<file path="config.mk">
export PLATFORM = sky130hd
export DESIGN_NAME = apple1_ram_dl_ctrl
export DESIGN_NICKNAME = d
export VERILOG_FILES = /design/src/rtl/apple1_dl_pkg.sv /design/src/rtl/apple1_dl_pulse_gen.sv /design/src/rtl/apple1_ram_dl_ctrl.sv
export SDC_FILE = /design/constraint.sdc
export NUM_CORES = 1
export LEC_CHECK = 0
export ABC_AREA = 1
export BUFFER_PORTS_ARGS = -buffer_cell sky130_fd_sc_hd__buf_2
export CORE_MARGIN = 10
export CORE_UTILIZATION = 35
export DETAILED_ROUTE_END_ITERATION = 6
export HOLD_SLACK_MARGIN = 0.05
export PLACE_DENSITY = 0.62
export SLEW_MARGIN = 20
export SYNTH_ARGS = -nofsm -noshare
export SYNTH_HDL_FRONTEND = slang
export SYNTH_SLANG_ARGS = --single-unit
export TNS_END_PERCENT = 30
</file>
<file path="constraint.sdc">
create_clock -name clk -period 3.4 [get_ports clk]
set_clock_uncertainty 0.1 [all_clocks]
set_input_delay 0.68 -clock clk [delete_from_list [all_inputs] [get_ports clk]]
set_output_delay 0.68 -clock clk [all_outputs]
set_load 0.05 [all_outputs]
</file>
<file path="src/rtl/apple1_dl_pkg.sv">
// rtl/apple1_dl_pkg.sv - shared command codes, state encoding and defaults for the RAM download sequencer
package apple1_dl_pkg;

  localparam int DL_ADDR_W = 15;

  localparam logic [7:0] CMD_WRITE = 8'h57;
  localparam logic [7:0] CMD_READ  = 8'h52;

  typedef enum logic [3:0] {
    ST_IDLE,
    ST_A_HI,
    ST_A_LO,
    ST_LEN,
    ST_HOLD,
    ST_W_DATA,
    ST_W_SETUP,
    ST_W_PULSE,
    ST_R_SETUP,
    ST_R_PULSE,
    ST_R_SEND,
    ST_DONE
  } dl_state_e;

endpackage

</file>
<file path="src/rtl/apple1_dl_pulse_gen.sv">
// rtl/apple1_dl_pulse_gen.sv - emu_clk high pulse of PULSE_CYC clk cycles per access
module apple1_dl_pulse_gen #(
  parameter int PULSE_CYC = 1
) (
  input  logic clk,
  input  logic reset,
  input  logic start,
  output logic emu_clk,
  output logic pulse_done
);

  localparam logic [3:0] PULSE_LAST = 4'(PULSE_CYC - 1);

  logic [3:0] cnt;

  // pulse_done marks the last high cycle so the caller can move on as emu_clk falls
  assign pulse_done = emu_clk && (cnt == PULSE_LAST);

  always_ff @(posedge clk) begin
    if (reset) begin
      emu_clk <= 1'b0;
      cnt     <= '0;
    end else if (start) begin
      emu_clk <= 1'b1;
      cnt     <= '0;
    end else if (emu_clk) begin
      if (pulse_done) emu_clk <= 1'b0;
      else            cnt     <= cnt + 4'd1;
    end
  end

endmodule

</file>
<file path="src/rtl/apple1_ram_dl_ctrl.sv">
// rtl/apple1_ram_dl_ctrl.sv - byte-stream block read/write sequencer for the Apple-1 RAM emulation port
// Optional CHECKSUM_EN: write blocks end with a modulo-256 payload sum byte on out_data.
module apple1_ram_dl_ctrl
  import apple1_dl_pkg::*;
#(
  parameter int ADDR_W    = DL_ADDR_W,
  parameter int HOLD_CYC  = 4,
  parameter int PULSE_CYC = 1
) (
  input  logic              clk,
  input  logic              reset,
  input  logic              in_valid,
  input  logic [7:0]        in_data,
  output logic              in_ready,
  output logic              out_valid,
  output logic [7:0]        out_data,
  input  logic              out_ready,
  output logic              cpu_rdy,
  output logic              busy,
  output logic [7:0]        err_cnt,
  output logic              emu_en,
  output logic              emu_clk,
  output logic              emu_we,
  output logic [ADDR_W-1:0] emu_addr,
  output logic [7:0]        emu_di,
  input  logic [7:0]        emu_do
);

  localparam logic [7:0] HOLD_LAST = 8'(HOLD_CYC - 1);

  dl_state_e  state, state_next;
  logic       is_write;
  logic [8:0] count;
  logic [7:0] hold_cnt;
  logic       pulse_done;
  logic       in_fire;
`ifdef CHECKSUM_EN
  logic [7:0] sum;
`endif

  assign in_fire = in_valid && in_ready;

  apple1_dl_pulse_gen #(.PULSE_CYC(PULSE_CYC)) u_pulse (
    .clk        (clk),
    .reset      (reset),
    .start      ((state == ST_W_SETUP) || (state == ST_R_SETUP)),
    .emu_clk    (emu_clk),
    .pulse_done (pulse_done)
  );

  always_ff @(posedge clk) begin
    if (reset) state <= ST_IDLE;
    else       state <= state_next;
  end

  always_comb begin
    state_next = state;
    in_ready   = 1'b0;
    busy       = (state != ST_IDLE);
    case (state)
      ST_IDLE: begin
        in_ready = 1'b1;
        if (in_valid && ((in_data == CMD_WRITE) || (in_data == CMD_READ)))
          state_next = ST_A_HI;
      end
      ST_A_HI: begin
        in_ready = 1'b1;
        if (in_valid) state_next = ST_A_LO;
      end
      ST_A_LO: begin
        in_ready = 1'b1;
        if (in_valid) state_next = ST_LEN;
      end
      ST_LEN: begin
        in_ready = 1'b1;
        if (in_valid) state_next = ST_HOLD;
      end
      ST_HOLD:
        if (hold_cnt == HOLD_LAST) state_next = is_write ? ST_W_DATA : ST_R_SETUP;
      ST_W_DATA: begin
        in_ready = 1'b1;
        if (in_valid) state_next = ST_W_SETUP;
      end
      ST_W_SETUP: state_next = ST_W_PULSE;
      ST_W_PULSE:
        if (pulse_done) state_next = (count == 9'd1) ? ST_DONE : ST_W_DATA;
      ST_R_SETUP: state_next = ST_R_PULSE;
      ST_R_PULSE:
        if (pulse_done) state_next = ST_R_SEND;
      ST_R_SEND:
        if (out_ready) state_next = (count == 9'd1) ? ST_DONE : ST_R_SETUP;
      ST_DONE: begin
`ifdef CHECKSUM_EN
        if (!is_write || out_ready) state_next = ST_IDLE;
`else
        state_next = ST_IDLE;
`endif
      end
      default: state_next = ST_IDLE;
    endcase
  end

  always_ff @(posedge clk) begin
    if (reset) begin
      out_valid <= 1'b0;
      out_data  <= '0;
      cpu_rdy   <= 1'b1;
      err_cnt   <= '0;
      emu_en    <= 1'b0;
      emu_we    <= 1'b0;
      emu_addr  <= '0;
      emu_di    <= '0;
      is_write  <= 1'b0;
      count     <= '0;
      hold_cnt  <= '0;
`ifdef CHECKSUM_EN
      sum       <= '0;
`endif
    end else begin
      case (state)
        ST_IDLE:
          if (in_fire) begin
            if ((in_data == CMD_WRITE) || (in_data == CMD_READ))
              is_write <= (in_data == CMD_WRITE);
            else if (err_cnt != 8'hFF)
              err_cnt <= err_cnt + 8'd1;
          end
        // the top address bit of the high byte falls outside the RAM and is dropped
        ST_A_HI: if (in_fire) emu_addr[ADDR_W-1:8] <= in_data[ADDR_W-9:0];
        ST_A_LO: if (in_fire) emu_addr[7:0] <= in_data;
        ST_LEN:
          if (in_fire) begin
            count    <= {(in_data == 8'h00), in_data};
            cpu_rdy  <= 1'b0;
            hold_cnt <= '0;
`ifdef CHECKSUM_EN
            sum      <= '0;
`endif
          end
        ST_HOLD: begin
          hold_cnt <= hold_cnt + 8'd1;
          if (hold_cnt == HOLD_LAST) emu_en <= 1'b1;
        end
        ST_W_DATA:
          if (in_fire) begin
            emu_di <= in_data;
            emu_we <= 1'b1;
`ifdef CHECKSUM_EN
            sum    <= sum + in_data;
`endif
          end
        ST_W_PULSE:
          if (pulse_done) begin
            emu_we   <= 1'b0;
            emu_addr <= emu_addr + ADDR_W'(1);
            count    <= count - 9'd1;
            if (count == 9'd1) begin
              emu_en <= 1'b0;
`ifdef CHECKSUM_EN
              out_valid <= 1'b1;
              out_data  <= sum;
`endif
            end
          end
        ST_R_PULSE:
          if (pulse_done) begin
            out_data  <= emu_do;
            out_valid <= 1'b1;
          end
        ST_R_SEND:
          if (out_ready) begin
            out_valid <= 1'b0;
            emu_addr  <= emu_addr + ADDR_W'(1);
            count     <= count - 9'd1;
            if (count == 9'd1) emu_en <= 1'b0;
          end
        ST_DONE:
          if (state_next == ST_IDLE) begin
            cpu_rdy   <= 1'b1;
            out_valid <= 1'b0;
          end
        default: ;
      endcase
    end
  end

endmodule

</file>
==> impl_metrics.toml, run 1 <==
[clock_network]
cts_setup_buffers = 0
h-tree-depth = 3
clockBufferDepth = 2
path_clk_slew_ns = 0.06
cts_tree = "done"
numCtsBuffers = 9
cts-root-buf = "clkbuf_16"
hold_buffers = 0
clock-sinks = 70
clk_latency_ns = 0.34
cts_resized = 0

[hold_path]
worst_hold_path.endpoint = "emu_di[6]$_SDFFE_PP0P_"
hold_path.class = "flip-flop to flip-flop"
hp-start = "emu_di[6]$_SDFFE_PP0P_"
hold_depth = 2

[place]
hpwl_mm = 8.79
io_buffers = 65
gp_congestion = 0.852
pre_cts_ws_ns = 1.19

[global_route]
antenna_found_initial = 0
first_global_vias = 4105
grt_usage = 0.146
grt_first_pass_wirelength_mm = 19.7
grt_max_degree = 28
grt_overflow = 0

[sta]
worstMarginPinSlew_ns = 0.624
slew_headroom = 0.584
setup_violations = 0
fin_crit_sh = 0.689
min_period_ns = 2.34
rsz0062_at_grt = "no"
drv_slew = 0
final_hold_viol_count = 0
clock.fmax_ghz = 0.427
fin_tns_setup_ns = 0
fin_ws_ns = 1.06

[worst_setup_path]
max_stage_delay_ns = 0.36
rr_startpoint = "state[3]$_SDFF_PP0_"
crit_family = "simple AND/OR/NAND/NOR gates"
r2r_end = "emu_addr[1]$_SDFFE_PP0P_"
crit_path_end_kind = "output pin"
cp.arrival_ns = 1.56
crit_buf_inv = 2
cp_cell_sequence = "inv_1, nor2_1, nand2_1, nand2_1, buf_2"
reg2reg_depth = 10
path_common_cell = "nand2_1"
slowest_stage = "dfxtp_1"
cp.required_ns = 2.62
critPathKind = "flip-flop to output pin"
crit_path_start_kind = "flip-flop"
critPathMaxFanout = 5
r2r_setup_slack_ns = 1.31

[cells_and_area]
final_common_cell = "nand2_1"
fin_nets = 720
antenna_cells = 0
area_growth_pct = 19.0
fillers = 1185
drive_above_1_share = 0.156
final_cell_mix = "159 x nand2_1, 127 x nor2_1, 70 x dfxtp_1, 65 x buf_2, 58 x nand3_1"

[logic_synthesis]
synthTopCellsByArea = "dfxtp_1 35%, nand2_1 15%, nor2_1 12%"
synth_xor_area_frac = 0.0243
synthMuxAreaShare = 0
synth_cell_types = 32
syn_avg_cell_area_um2 = 6.31
yosysTopAreaCell = "dfxtp_1"
yosys.area_share.simple = 0.424
syn-num-nets = 655
yosys_register_bits = 70
syn_inst = 628
seq_area_frac_synth = 0.354
synthAdderAreaFrac = 0.0221
synth_compound_area_frac = 0.107
synth_top_area_frac = 0.354
synth_top_family_by_area = "simple AND/OR/NAND/NOR gates"
syn_area_um2 = 3960
yosys_warnings = 0

[power]
powerDensity_nw_per_um2 = 390
vdd_drop_max_uv = 301
p_leak_nw = 2.18

[die]
die_h_um = 126
fp-row-count = 38
core_area_um2 = 11000
start_util = 0.361
die_w_um = 126
die_area_um2 = 16000
io_pins = 66

[drt]
vias = 4225
wl_per_cell_um = 14.1
drt-total-wl_mm = 11.8
detailroute.wirelength.met2_mm = 5.61
drt_iter0_drc = 365
drcViolationCount = 0
wl_met3_um = 722
vias_per_cell = 5.04
maxUsedRoutingLayer = "met4"
wl_met1_mm = 5.23
ant_nets = 0
dr.pass1.iters = 5

[job]
cap_violations = 0

[status]
status = "completed"
## per-layer routing
| layer | track usage | vias to the layer above |
|---|---|---|
| li1 | - | 2160 |
| met1 | 0.172 | 1929 |
| met2 | 0.245 | 119 |
| met3 | 0.0421 | 17 |
| met4 | 0.0543 | 0 |
| met5 | 0 | - |
## worst max path at each step
| stage | start | to | slack (ns) | cells past startpoint |
|---|---|---|---|---|
| final | state[0]$_SDFF_PP0_ | in_ready | 1.06 | 5 |
| after global routing | state[2]$_SDFF_PP0_ | in_ready | 0.95 | 5 |
| after CTS | state[0]$_SDFF_PP0_ | in_ready | 1.06 | 5 |
| after detailed placement | reset | u_pulse.cnt[1]$_SDFFE_PP0P_ | 1.19 | 4 |
| after global placement | reset | emu_en$_SDFFE_PP0P_ | 1.22 | 5 |
| after floorplan | emu_addr[0]$_SDFFE_PP0P_ | emu_addr[8]$_SDFFE_PP0P_ | 1.49 | 8 |
## stage by stage
stage / hold WS, ns / cells / power [mW] / instance area (µm²) / util
after floorplan: 0.352 / 628 / 0.897 / 3960 / -
after global placement: 0.354 / 822 / 0.934 / 4430 / 0.403
after detailed placement: 0.362 / 822 / 0.934 / 4430 / 0.403
after CTS: 0.378 / 838 / 1.86 / 4710 / 0.429
after global routing: 0.397 / 838 / 1.89 / 4710 / 0.429
final: 0.373 / 838 / 1.84 / 4710 / 0.429
## cell usage after synthesis, drive strengths merged
library cell    n
a211oi          1
a21oi          40
a22oi           1
a31oi           1
and2            1
and3            1
buf             7
clkbuf          6
dfxtp          70
ha              7
inv            56
nand2         169
nand3          58
nand4          16
nor2          134
nor3            7
o21a            1
o21ai          38
or2             3
xnor2           4
xor2            7
## kinds of logic (layout without fill, tap and decap cells)
logic type,Yosys count,count (layout)
buffers and inverters,69,139
and+or+nand+nor,389,389
AOI/OAI and AO/OA,82,82
xor gates and xnor gates,11,11
adders and majority gates,7,7
DFF,70,70
## worst reg2reg max path, delay by kind of cell, from the launching register on
family                 cells  cell delay [ns]
and+or+nand+nor            7             1.05
DFF                        1             0.43
buffers and inverters      3             0.42
## sequential cells by signal (all words and copies together), names as in the netlist
name,cells
err_cnt,8
u_pulse.cnt,4
is_write,1
emu_we,1
out_valid,1
emu_addr,15
cpu_rdy,1
state,4
out_data,8
emu_di,8
count,9
emu_en,1
u_pulse.emu_clk,1
hold_cnt,8
## final cells by class
type / instances / area (µm²) / share of cell area
timing repair buffer: 67 / 353 / 0.0749
multi-input combinational: 489 / 2290 / 0.485
sequential: 70 / 1400 / 0.297
inverter: 56 / 210 / 0.0446
clock inverter: 7 / 62.6 / 0.0133
clock buffer: 9 / 225 / 0.0478
tap: 140 / 175 / 0.0372
## power breakdown
part	total [mW]	switching, mW	internal, mW
clock	0.920	0.409	0.511
combinational	0.0884	0.0641	0.0242
sequential	0.829	0.00508	0.824
total	1.84	0.478	1.36
Note: power is estimated with default switching activity, not from simulation.
==> inputs of run 2 (changes only) <==
==> constraint.sdc (replaced) <==
create_clock -name clk -period 2.4 [get_ports clk]
set_clock_uncertainty 0.1 [all_clocks]
set_input_delay 0.48 -clock clk [delete_from_list [all_inputs] [get_ports clk]]
set_output_delay 0.48 -clock clk [all_outputs]
set_load 0.05 [all_outputs]
==> run 2 against run 1 <==
Against the previous run:
- combinational power grew 38%
- wire length shrank 0.73%
- clock power grew 51%
- cell count grew 0.72%
- hold slack lost 0.10 ns
- register-to-register slack lost 0.74 ns
- setup slack lost 0.75 ns
- sequential power grew 42%
- global-route usage is essentially flat
- utilization grew 0.42 points
- critical path type unchanged
- critical endpoint unchanged
- largest power group unchanged
==> impl_metrics.toml, run 2 (same netlist as run 1, synthesis figures left out) <==
[cells_and_area]
fillers = 1131
fin_nets = 725
seq_area_um2 = 1400
largest_register_ffs = 15
largest_registers = "emu_addr: 15 flops, count: 9 flops"
final_cell_mix = "159 x nand2_1, 127 x nor2_1, 70 x dfxtp_1, 65 x buf_2, 58 x nand3_1"
regMostFlops = "emu_addr"
area_growth_pct = 20.2
final_common_cell = "nand2_1"
drive_above_1_share = 0.160
multi_input_area_um2 = 2290

[die]
die_w_um = 126
die_area_um2 = 16000
start_util = 0.361
fp-row-count = 38
io_pins = 66
die_h_um = 126
core_area_um2 = 11000

[place]
pre_cts_ws_ns = 0.522
gp_congestion = 0.885
hpwl_mm = 8.90
io_buffers = 65

[drt]
vias_per_cell = 4.99
dr.pass1.iters = 5
drt_iter0_drc = 308
drcViolationCount = 0
maxUsedRoutingLayer = "met5"
wl_per_cell_um = 13.9
vias = 4212
ant_nets = 0
drt-total-wl_mm = 11.7
wl_met1_mm = 5.39
detailroute.wirelength.met2_mm = 5.31
wl_met3_um = 762

[worst_setup_path]
cp_cell_sequence = "inv_1, nor2_1, nand2_1, nand2_1, buf_2"
crit_buf_inv = 2
slowest_stage = "dfxtp_1"
crit_family = "simple AND/OR/NAND/NOR gates"
crit_path_end_kind = "output pin"
crit_path_start_kind = "flip-flop"
cp-startpoint = "state[0]$_SDFF_PP0_"
cp.required_ns = 1.82
critPathMaxFanout = 5
rr_startpoint = "state[3]$_SDFF_PP0_"
max_stage_delay_ns = 0.36
cp.arrival_ns = 1.51
critPathKind = "flip-flop to output pin"
path_common_cell = "nand2_1"

[clock_network]
cts_setup_buffers = 0
clockBufferDepth = 2
cts_tree = "done"
hold_buffers = 0
h-tree-depth = 3
clk_latency_ns = 0.34
clock-sinks = 70
path_clk_slew_ns = 0.06
cts_resized = 0
cts-root-buf = "clkbuf_16"
numCtsBuffers = 9

[status]
status = "completed"

[global_route]
grt_first_pass_wirelength_mm = 19.5
antenna_found_initial = 3
grt_overflow = 0
grt_usage = 0.146
first_global_vias = 4063
grt_max_degree = 27

[power]
powerDensity_nw_per_um2 = 564
pwr-share-clk = 0.516
p_leak_nw = 2.21
p_seq_frac = 0.438
p_int_mw = 2.10
p_sw_frac = 0.217
comb_power_share = 0.046
power_switching_mw = 0.583
vdd_drop_max_uv = 281

[sta]
setup_violations = 0
min_period_ns = 2.09
fin_ws_ns = 0.306
drv_slew = 0
clock.fmax_ghz = 0.478
rsz0062_at_grt = "no"
fin_crit_sh = 0.872
worstMarginPinSlew_ns = 0.463
slew_headroom = 0.690
fin_tns_setup_ns = 0
final_hold_viol_count = 0

[hold_path]
hold_path.class = "input port to flip-flop"
hp-start = "emu_do[6]"

[job]
cap_violations = 0
[run 2: area by class of cell]
class                      count  share of cell area
antenna                        2             0.00105
tap                          140              0.0368
multi-input combinational    489               0.480
clock buffer                  10              0.0481
timing repair buffer          72              0.0794
inverter                      56              0.0442
sequential                    70               0.294
clock inverter                 5              0.0158
[run 2: worst min-delay path: stages]
cell and delay, ns:
buf_2 0.07, nor2_1 0.03, nor2_1 0.08
[run 2: final timing paths]
| path | end | slack (ns) | depth (start not counted) |
|---|---|---|---|
| setup / recovery | in_ready | 0.31 | 5 |
| hold / removal | out_data[6]$_SDFFE_PP0P_ | 0.27 | 3 |
| setup reg to reg | count[0]$_SDFFE_PP0P_ | 0.57 | 9 |
| hold reg to reg | out_valid$_SDFFE_PP0P_ | 0.36 | 2 |
[run 2: per-layer routing]
layer	track usage	up-vias
met5	0	-
met4	0.0589	2
met3	0.0446	21
met2	0.230	106
met1	0.180	1917
li1	-	2166
[run 2: through the flow]
step,utilization,cell area (µm²),std cells,power (mW),hold slack (ns)
global route,0.433,4760,843,2.78,0.292
global placement,0.405,4450,827,1.32,0.356
floorplan,-,3960,628,1.27,0.352
detailed placement,0.405,4450,827,1.32,0.360
finish,0.433,4760,844,2.68,0.270
CTS,0.433,4750,842,2.71,0.260
[run 2: power groups by stage]
stage	Sequential [mW]	Combinational, mW	Clock (mW)
floorplan	1.22	0.0550	0
global placement	1.20	0.121	0
detailed placement	1.20	0.122	0
CTS	1.17	0.123	1.42
global route	1.18	0.136	1.47
finish	1.18	0.122	1.39
